**src/rtl/cricket_pkg.sv**
```systemverilog
// Shared types and coordinate widths for the ball-trajectory stage.
package cricket_pkg;

    localparam int unsigned X_W = 8;
    localparam int unsigned Y_W = 7;

    typedef enum logic [1:0] {
        StIdle,
        StFlight,
        StReturn,
        StDone
    } state_e;

    typedef enum logic [1:0] {
        OutNone   = 2'b00,
        OutWicket = 2'b01,
        OutMiss   = 2'b10,
        OutRuns   = 2'b11
    } outcome_e;

endpackage

```
**src/rtl/ball_flight_if.sv**
```systemverilog
// Delivery/frame/swing inputs and ball/outcome outputs of the trajectory stage.
interface ball_flight_if;
    import cricket_pkg::*;

    logic           gameOver;
    logic           frame_tick;
    logic           throw;
    logic [3:0]     dy;
    logic [3:0]     dx;
    logic           bat_hit;
    logic [X_W-1:0] ball_x;
    logic [Y_W-1:0] ball_y;
    logic           ball_active;
    logic           ready;
    outcome_e       outcome;
    logic           outcome_valid;

    // Bowler / game side.
    modport master (
        output gameOver, frame_tick, throw, dy, dx, bat_hit,
        input  ball_x, ball_y, ball_active, ready, outcome, outcome_valid
    );

    // Trajectory stage side.
    modport slave (
        input  gameOver, frame_tick, throw, dy, dx, bat_hit,
        output ball_x, ball_y, ball_active, ready, outcome, outcome_valid
    );

endinterface

```
**src/rtl/ball_step.sv**
```systemverilog
// Combinational next-position candidates (saturating, 9-bit intermediate) and
// hit-window compare for the current ball position.
module ball_step
    import cricket_pkg::*;
#(
    parameter int unsigned X_WICKET   = 10,
    parameter int unsigned HIT_WINDOW = 8,
    parameter int unsigned X_MAX      = 159,
    parameter int unsigned Y_GROUND   = 100
) (
    input  logic [X_W-1:0] x,
    input  logic [Y_W-1:0] y,
    input  logic [3:0]     dx,
    input  logic [3:0]     dy,
    input  logic           falling,
    output logic [X_W-1:0] fwd_x,
    output logic [X_W-1:0] back_x,
    output logic [Y_W-1:0] next_y,
    output logic           bounce,
    output logic           in_window
);

    logic [8:0] x9, y9, dx9, dy9, back_sum, y_sum;

    // Saturating arithmetic: x toward the wicket, x on the return flight, y per frame.
    always_comb begin
        x9       = 9'(x);
        y9       = 9'(y);
        dx9      = 9'(dx);
        dy9      = 9'(dy);
        fwd_x    = (x9 < dx9) ? '0 : X_W'(x9 - dx9);
        back_sum = x9 + (dx9 << 1);
        back_x   = (back_sum >= 9'(X_MAX)) ? X_W'(X_MAX) : X_W'(back_sum);
        y_sum    = y9 + dy9;
        bounce   = 1'b0;
        if (falling) begin
            next_y = (y9 < dy9) ? '0 : Y_W'(y9 - dy9);
        end else if (y_sum >= 9'(Y_GROUND)) begin
            // Pinned at ground; caller decides whether this flips direction.
            next_y = Y_W'(Y_GROUND);
            bounce = 1'b1;
        end else begin
            next_y = Y_W'(y_sum);
        end
        in_window = (x9 >= 9'(X_WICKET)) && (x9 <= 9'(X_WICKET + HIT_WINDOW));
    end

endmodule

```
**src/rtl/ball_flight.sv**
```systemverilog
// Ball-trajectory stage: accepts a delivery, advances the ball once per frame
// tick, samples the swing and resolves the delivery to an outcome code.
// Optional feature: define BALL_BOUNCE_EN to let the ball bounce once off the
// ground per delivery; otherwise y saturates at ground level.
module ball_flight
    import cricket_pkg::*;
#(
    parameter int unsigned X_START     = 150,
    parameter int unsigned Y_START     = 20,
    parameter int unsigned X_WICKET    = 10,
    parameter int unsigned HIT_WINDOW  = 8,
    parameter int unsigned X_MAX       = 159,
    parameter int unsigned Y_GROUND    = 100,
    parameter int unsigned Y_STUMP     = 70,
    parameter int unsigned DONE_FRAMES = 30
) (
    input  logic         clock,
    input  logic         reset,
    ball_flight_if.slave bus
);

`ifdef BALL_BOUNCE_EN
    localparam bit BOUNCE_EN = 1'b1;
`else
    localparam bit BOUNCE_EN = 1'b0;
`endif

    localparam int unsigned CNT_W = $clog2(DONE_FRAMES + 1);

    state_e         state;
    logic [X_W-1:0] pos_x;
    logic [Y_W-1:0] pos_y;
    logic [3:0]     step_dx;
    logic [3:0]     step_dy;
    logic           falling;
    logic [CNT_W-1:0] done_cnt;
    outcome_e       out_code;
    logic           active;
    logic           rdy;
    logic           valid;

    logic [X_W-1:0] fwd_x;
    logic [X_W-1:0] back_x;
    logic [Y_W-1:0] next_y;
    logic           bounce;
    logic           in_window;
    logic           at_line;
    logic           at_stumps;

    ball_step #(
        .X_WICKET   (X_WICKET),
        .HIT_WINDOW (HIT_WINDOW),
        .X_MAX      (X_MAX),
        .Y_GROUND   (Y_GROUND)
    ) u_step (
        .x         (pos_x),
        .y         (pos_y),
        .dx        (step_dx),
        .dy        (step_dy),
        .falling   (falling),
        .fwd_x     (fwd_x),
        .back_x    (back_x),
        .next_y    (next_y),
        .bounce    (bounce),
        .in_window (in_window)
    );

    assign at_line   = 9'(fwd_x) <= 9'(X_WICKET);
    assign at_stumps = (9'(next_y) >= 9'(Y_STUMP)) && (9'(next_y) <= 9'(Y_GROUND));

    // Delivery FSM: launch, per-tick flight and return, outcome hold, abort.
    always_ff @(posedge clock or negedge reset) begin
        if (!reset) begin
            state    <= StIdle;
            pos_x    <= X_W'(X_START);
            pos_y    <= Y_W'(Y_START);
            step_dx  <= 4'd1;
            step_dy  <= 4'd0;
            falling  <= 1'b0;
            done_cnt <= '0;
            out_code <= OutNone;
            active   <= 1'b0;
            rdy      <= 1'b1;
            valid    <= 1'b0;
        end else if (bus.gameOver) begin
            state    <= StIdle;
            pos_x    <= X_W'(X_START);
            pos_y    <= Y_W'(Y_START);
            step_dx  <= 4'd1;
            step_dy  <= 4'd0;
            falling  <= 1'b0;
            done_cnt <= '0;
            out_code <= OutNone;
            active   <= 1'b0;
            rdy      <= 1'b1;
            valid    <= 1'b0;
        end else begin
            unique case (state)
                StIdle: begin
                    if (bus.throw) begin
                        // A zero dx would leave the ball hanging forever.
                        step_dx <= (bus.dx == 4'd0) ? 4'd1 : bus.dx;
                        step_dy <= bus.dy;
                        pos_x   <= X_W'(X_START);
                        pos_y   <= Y_W'(Y_START);
                        falling <= 1'b0;
                        state   <= StFlight;
                        rdy     <= 1'b0;
                        active  <= 1'b1;
                    end
                end
                StFlight: begin
                    if (bus.frame_tick) begin
                        if (bus.bat_hit && in_window) begin
                            pos_x <= back_x;
                            state <= StReturn;
                        end else begin
                            pos_x <= fwd_x;
                            pos_y <= next_y;
                            if (BOUNCE_EN && bounce) begin
                                falling <= 1'b1;
                            end
                            if (at_line) begin
                                out_code <= at_stumps ? OutWicket : OutMiss;
                                state    <= StDone;
                                active   <= 1'b0;
                                valid    <= 1'b1;
                                done_cnt <= '0;
                            end
                        end
                    end
                end
                StReturn: begin
                    if (bus.frame_tick) begin
                        pos_x <= back_x;
                        if (back_x == X_W'(X_MAX)) begin
                            out_code <= OutRuns;
                            state    <= StDone;
                            active   <= 1'b0;
                            valid    <= 1'b1;
                            done_cnt <= '0;
                        end
                    end
                end
                StDone: begin
                    if (bus.frame_tick) begin
                        if (done_cnt == CNT_W'(DONE_FRAMES - 1)) begin
                            state    <= StIdle;
                            out_code <= OutNone;
                            valid    <= 1'b0;
                            rdy      <= 1'b1;
                            pos_x    <= X_W'(X_START);
                            pos_y    <= Y_W'(Y_START);
                        end else begin
                            done_cnt <= done_cnt + 1'b1;
                        end
                    end
                end
            endcase
        end
    end

    assign bus.ball_x        = pos_x;
    assign bus.ball_y        = pos_y;
    assign bus.ball_active   = active;
    assign bus.ready         = rdy;
    assign bus.outcome       = out_code;
    assign bus.outcome_valid = valid;

endmodule

```
**src/flat_wrapper.sv**
```systemverilog
// flat-port wrapper written by rule: the top's interface ports become plain ports
module ball_flight_flat import cricket_pkg::*;
#(
    parameter int unsigned X_START     = 150,
    parameter int unsigned Y_START     = 20,
    parameter int unsigned X_WICKET    = 10,
    parameter int unsigned HIT_WINDOW  = 8,
    parameter int unsigned X_MAX       = 159,
    parameter int unsigned Y_GROUND    = 100,
    parameter int unsigned Y_STUMP     = 70,
    parameter int unsigned DONE_FRAMES = 30
)
  (clock, reset, bus_gameOver, bus_frame_tick, bus_throw, bus_dy, bus_dx, bus_bat_hit, bus_ball_x, bus_ball_y, bus_ball_active, bus_ready, bus_outcome, bus_outcome_valid);
  ball_flight_if bus_i ();
  input  logic clock;
  input  logic reset;
  input wire logic [$bits(bus_i.gameOver)-1:0] bus_gameOver;
  input wire logic [$bits(bus_i.frame_tick)-1:0] bus_frame_tick;
  input wire logic [$bits(bus_i.throw)-1:0] bus_throw;
  input wire logic [$bits(bus_i.dy)-1:0] bus_dy;
  input wire logic [$bits(bus_i.dx)-1:0] bus_dx;
  input wire logic [$bits(bus_i.bat_hit)-1:0] bus_bat_hit;
  output wire logic [$bits(bus_i.ball_x)-1:0] bus_ball_x;
  output wire logic [$bits(bus_i.ball_y)-1:0] bus_ball_y;
  output wire logic [$bits(bus_i.ball_active)-1:0] bus_ball_active;
  output wire logic [$bits(bus_i.ready)-1:0] bus_ready;
  output wire logic [$bits(bus_i.outcome)-1:0] bus_outcome;
  output wire logic [$bits(bus_i.outcome_valid)-1:0] bus_outcome_valid;
  assign bus_i.gameOver = bus_gameOver;
  assign bus_i.frame_tick = bus_frame_tick;
  assign bus_i.throw = bus_throw;
  assign bus_i.dy = bus_dy;
  assign bus_i.dx = bus_dx;
  assign bus_i.bat_hit = bus_bat_hit;
  assign bus_ball_x = bus_i.ball_x;
  assign bus_ball_y = bus_i.ball_y;
  assign bus_ball_active = bus_i.ball_active;
  assign bus_ready = bus_i.ready;
  assign bus_outcome = bus_i.outcome;
  assign bus_outcome_valid = bus_i.outcome_valid;
  ball_flight #(.X_START(X_START), .Y_START(Y_START), .X_WICKET(X_WICKET), .HIT_WINDOW(HIT_WINDOW), .X_MAX(X_MAX), .Y_GROUND(Y_GROUND), .Y_STUMP(Y_STUMP), .DONE_FRAMES(DONE_FRAMES)) u_core (.clock(clock), .reset(reset), .bus(bus_i));
endmodule
```
**config.mk**
```make
export PLATFORM = sky130hd
export DESIGN_NAME = ball_flight_flat
export DESIGN_NICKNAME = d
export VERILOG_FILES = /design/src/rtl/cricket_pkg.sv /design/src/rtl/ball_flight_if.sv /design/src/rtl/ball_step.sv /design/src/rtl/ball_flight.sv /design/src/flat_wrapper.sv
export SDC_FILE = /design/constraint.sdc
export NUM_CORES = 1
export LEC_CHECK = 0
export BUFFER_PORTS_ARGS = -buffer_cell sky130_fd_sc_hd__buf_2
export CAP_MARGIN = 30
export CORE_ASPECT_RATIO = 1.1
export CORE_MARGIN = 3
export CORE_UTILIZATION = 54
export DETAILED_ROUTE_END_ITERATION = 6
export GPL_TIMING_DRIVEN = 0
export MAX_ROUTING_LAYER = met4
export PLACE_DENSITY = 0.85
export SYNTH_ARGS = -nofsm -noshare
export SYNTH_HDL_FRONTEND = slang
export SYNTH_SLANG_ARGS = --single-unit
```
**constraint.sdc**
```tcl
create_clock -name clock -period 3 [get_ports clock]
set_input_delay 0.3 -clock clock [delete_from_list [all_inputs] [get_ports clock]]
set_output_delay 0.3 -clock clock [all_outputs]
set_load 0.02 [all_outputs]
```
==> flow_summary.yaml <==
floorplan:
  initial_utilization_pct: 57.2
  fp-row-count: 27
  die_area_sq_um: 6360
  core-area_sq_um: 5130
  die_y_um: 83.4
  die_x_um: 76.3
  num_io_pins: 34
global_route:
  grt_max_degree: 36
  grt.overflow.total: 0
  grt_first_pass_wirelength_um: 13000
  grt_pass1_vias: 2864
  grt_usage_pct: 25.4
  antenna_found_initial: 0
logic_synthesis:
  ys_warn_count: 0
  syn_inst: 360
  synth_edf_count: 0
  ys_seq_elements: 35
  synthesis.area_sq_um: 2940
  seq_area_frac_synth_pct: 30.2
  async_flop_share_pct: 100
  synth_area_per_cell_sq_um: 8.16
  synth_cell_type_count: 63
  ys.flop_type: "dfrtp_1"
  syn_nets: 396
drt:
  drt_pass1_iterations: 7
  drc: 0
  vias_per_cell: 6.11
  drtIter0Drc: 197
  ant_nets: 0
  vias: 2971
  wl_per_cell_um: 16.5
  wl_um: 8030
layout:
  layout.cells.non_filler: 486
  fin_area_sq_um: 3520
  area_growth_pct: 20.0
  final_cell_mix: "a21oi_1 (36), nand2_1 (35), buf_2 (33)"
  num_antenna_cells: 0
  fin_nets: 449
  drive_gt1_share_pct: 22.7
  final_common_cell: "a21oi_1"
outcome:
  outcome: "finished, violations left"
  violations: "setup timing"
timing:
  setup-tns-final_ns: -1.01
  setup_viol: 10
  tightest_slew_ns: 0.942
  min_period_ns: 3.16
  hold_violations: 0
  period_share_pct: 105
  skew_ns: 0.00446
  slew_violations: 0
  fmax_ghz: 0.317
  whs_ns: 0.0910
  slew_headroom_pct: 36.9
  layout_setup_ws_ns: -0.158
  rsz0062_at_grt: "true"
clocking:
  tritoncts: "yes"
  numCtsBuffers: 5
  cts.sinks: 35
  clk_latency_ns: 0.30
  cts_max_level: 2
  cts_root_buffer: "clkbuf_8"
  clk_pin_slew_ns: 0.07
  clockBufferDepth: 2
setup_path:
  critPathCaptureType: "flop"
  path_class: "flop to flop"
  crit_fanout: 6
  worstReg2RegEnd: "u_core.bus.ball_active"
  r2r-start: "u_core.step_dx[0]"
  arrival_ns: 3.35
  r2r_cells: 11
  crit_path_start_kind: "flop"
  required_ns: 3.19
  rrSetupSlack_ns: -0.16
job:
  drv_cap: 0
placed_design:
  hpwl_um: 5610
  place_area_sq_um: 3240
  dp_cells: 465
  gp_congestion: 0.963
  place_worst_setup_slack_ns: -0.254
  numPortBuffers: 33
power:
  p_leak_nw: 1.50
  peakVddDrop_mv: 0.544
  power_per_cell_area_nw_per_um2: 897
hold_path:
  hp-class: "primary input to async pin"
critical path, cell delays in order (launching register included):
cell      delay (ns)
dfstp_2         0.56
ha_4            0.13
inv_2           0.03
fa_2            0.37
a211oi_4        0.25
nor2_1          0.07
a311oi_1        0.27
nand3_1         0.17
o41a_1          0.46
buf_6           0.15
or2_4           0.24
o41ai_4         0.34
where the power goes:
part	leakage [nW]	internal (W)	total [W]	switching [W]
Combinational	1.01	0.000882	0.00208	0.00120
Sequential	0.450	0.000593	0.000713	0.000120
Clock	0.0482	0.000185	0.000369	0.000184
cell usage after synthesis, types with 5 or more instances:
| cell type | n | area (sq um) |
|---|---|---|
| nor3_1 | 10 | 50.1 |
| or3_1 | 5 | 31.3 |
| nand3_1 | 12 | 60.1 |
| nor2_1 | 33 | 124 |
| nor2b_1 | 10 | 62.6 |
| o21ai_0 | 20 | 100 |
| dfstp_2 | 8 | 210 |
| clkbuf_1 | 10 | 37.5 |
| a22o_1 | 5 | 43.8 |
| nand2b_1 | 11 | 68.8 |
| ha_1 | 19 | 238 |
| xnor2_1 | 6 | 52.6 |
| a21oi_1 | 36 | 180 |
| a211oi_1 | 5 | 37.5 |
| nand2_1 | 35 | 131 |
| o22ai_1 | 5 | 31.3 |
| inv_1 | 22 | 82.6 |
| dfrtp_1 | 27 | 676 |
final cells by class:
cell class	count	area (sq um)
Buffer	13	63.8
Sequential cell	35	887
Fill cell	432	1610
Multi-Input combinational cell	290	2040
Clock inverter	1	5.00
Tap cell	72	90.1
Inverter	22	82.6
Timing Repair Buffer	46	270
Clock buffer	7	86.3
what timing repair did:
item / in CTS / in global routing
hold buffers: 0 / 0
endpoints found under the setup margin: 8 / 10
pin swaps: 13 / 13
gates resized for setup: 14 / 12
buffers inserted: 7 / 6
sequential cells by signal (all words and copies together), names as in the netlist:
name                      count
u_core.bus.outcome_valid      1
u_core.step_dy                4
u_core.state                  2
u_core.bus.ball_active        1
u_core.done_cnt               5
u_core.bus.ready              1
u_core.bus.outcome            2
u_core.bus.ball_x             8
u_core.step_dx                4
u_core.bus.ball_y             7
per-stage QoR:
stage | power, W | util [%]
after CTS | 0.00293 | 66.6
after global routing | 0.00338 | 68.6
after global placement | 0.00239 | 63.2
after floorplan | 0.00200 | -
after detailed placement | 0.00243 | 63.2
final | 0.00316 | 68.6
worst max-delay path by stage:
stage,start,end,cells after the start
floorplan,u_core.bus.ball_x[1],u_core.done_cnt[0],9
global placement,u_core.step_dx[0],u_core.done_cnt[0],11
detailed placement,u_core.step_dx[0],u_core.done_cnt[0],11
CTS,u_core.step_dx[0],u_core.done_cnt[1],11
global route,u_core.step_dx[0],u_core.bus.ball_active,11
finish,u_core.step_dx[0],u_core.bus.ball_active,11
cells by family after synthesis:
family / after synthesis / share of synthesized area (%)
multiplexers: 6 / 2.21
adder cells (fa/ha/maj): 22 / 10.1
XOR/XNOR: 8 / 2.39
AND/OR/NAND/NOR: 137 / 23.3
AO/OA/AOI/OAI: 117 / 26.8
flip-flops: 35 / 30.2
buffers and inverters: 35 / 4.98
routing by layer:
layer | GRT usage (%) | wire length (um) | vias up | part of all wire [%]
met5 | - | 0 | - | 0
met4 | 8.90 | 140 | 0 | 1.7
met3 | 3.15 | 386 | 14 | 4.8
met2 | 44.2 | 4170 | 116 | 52
met1 | 30.2 | 3330 | 1414 | 41
li1 | - | - | 1427 | -
(Power assumes the default switching activity.)
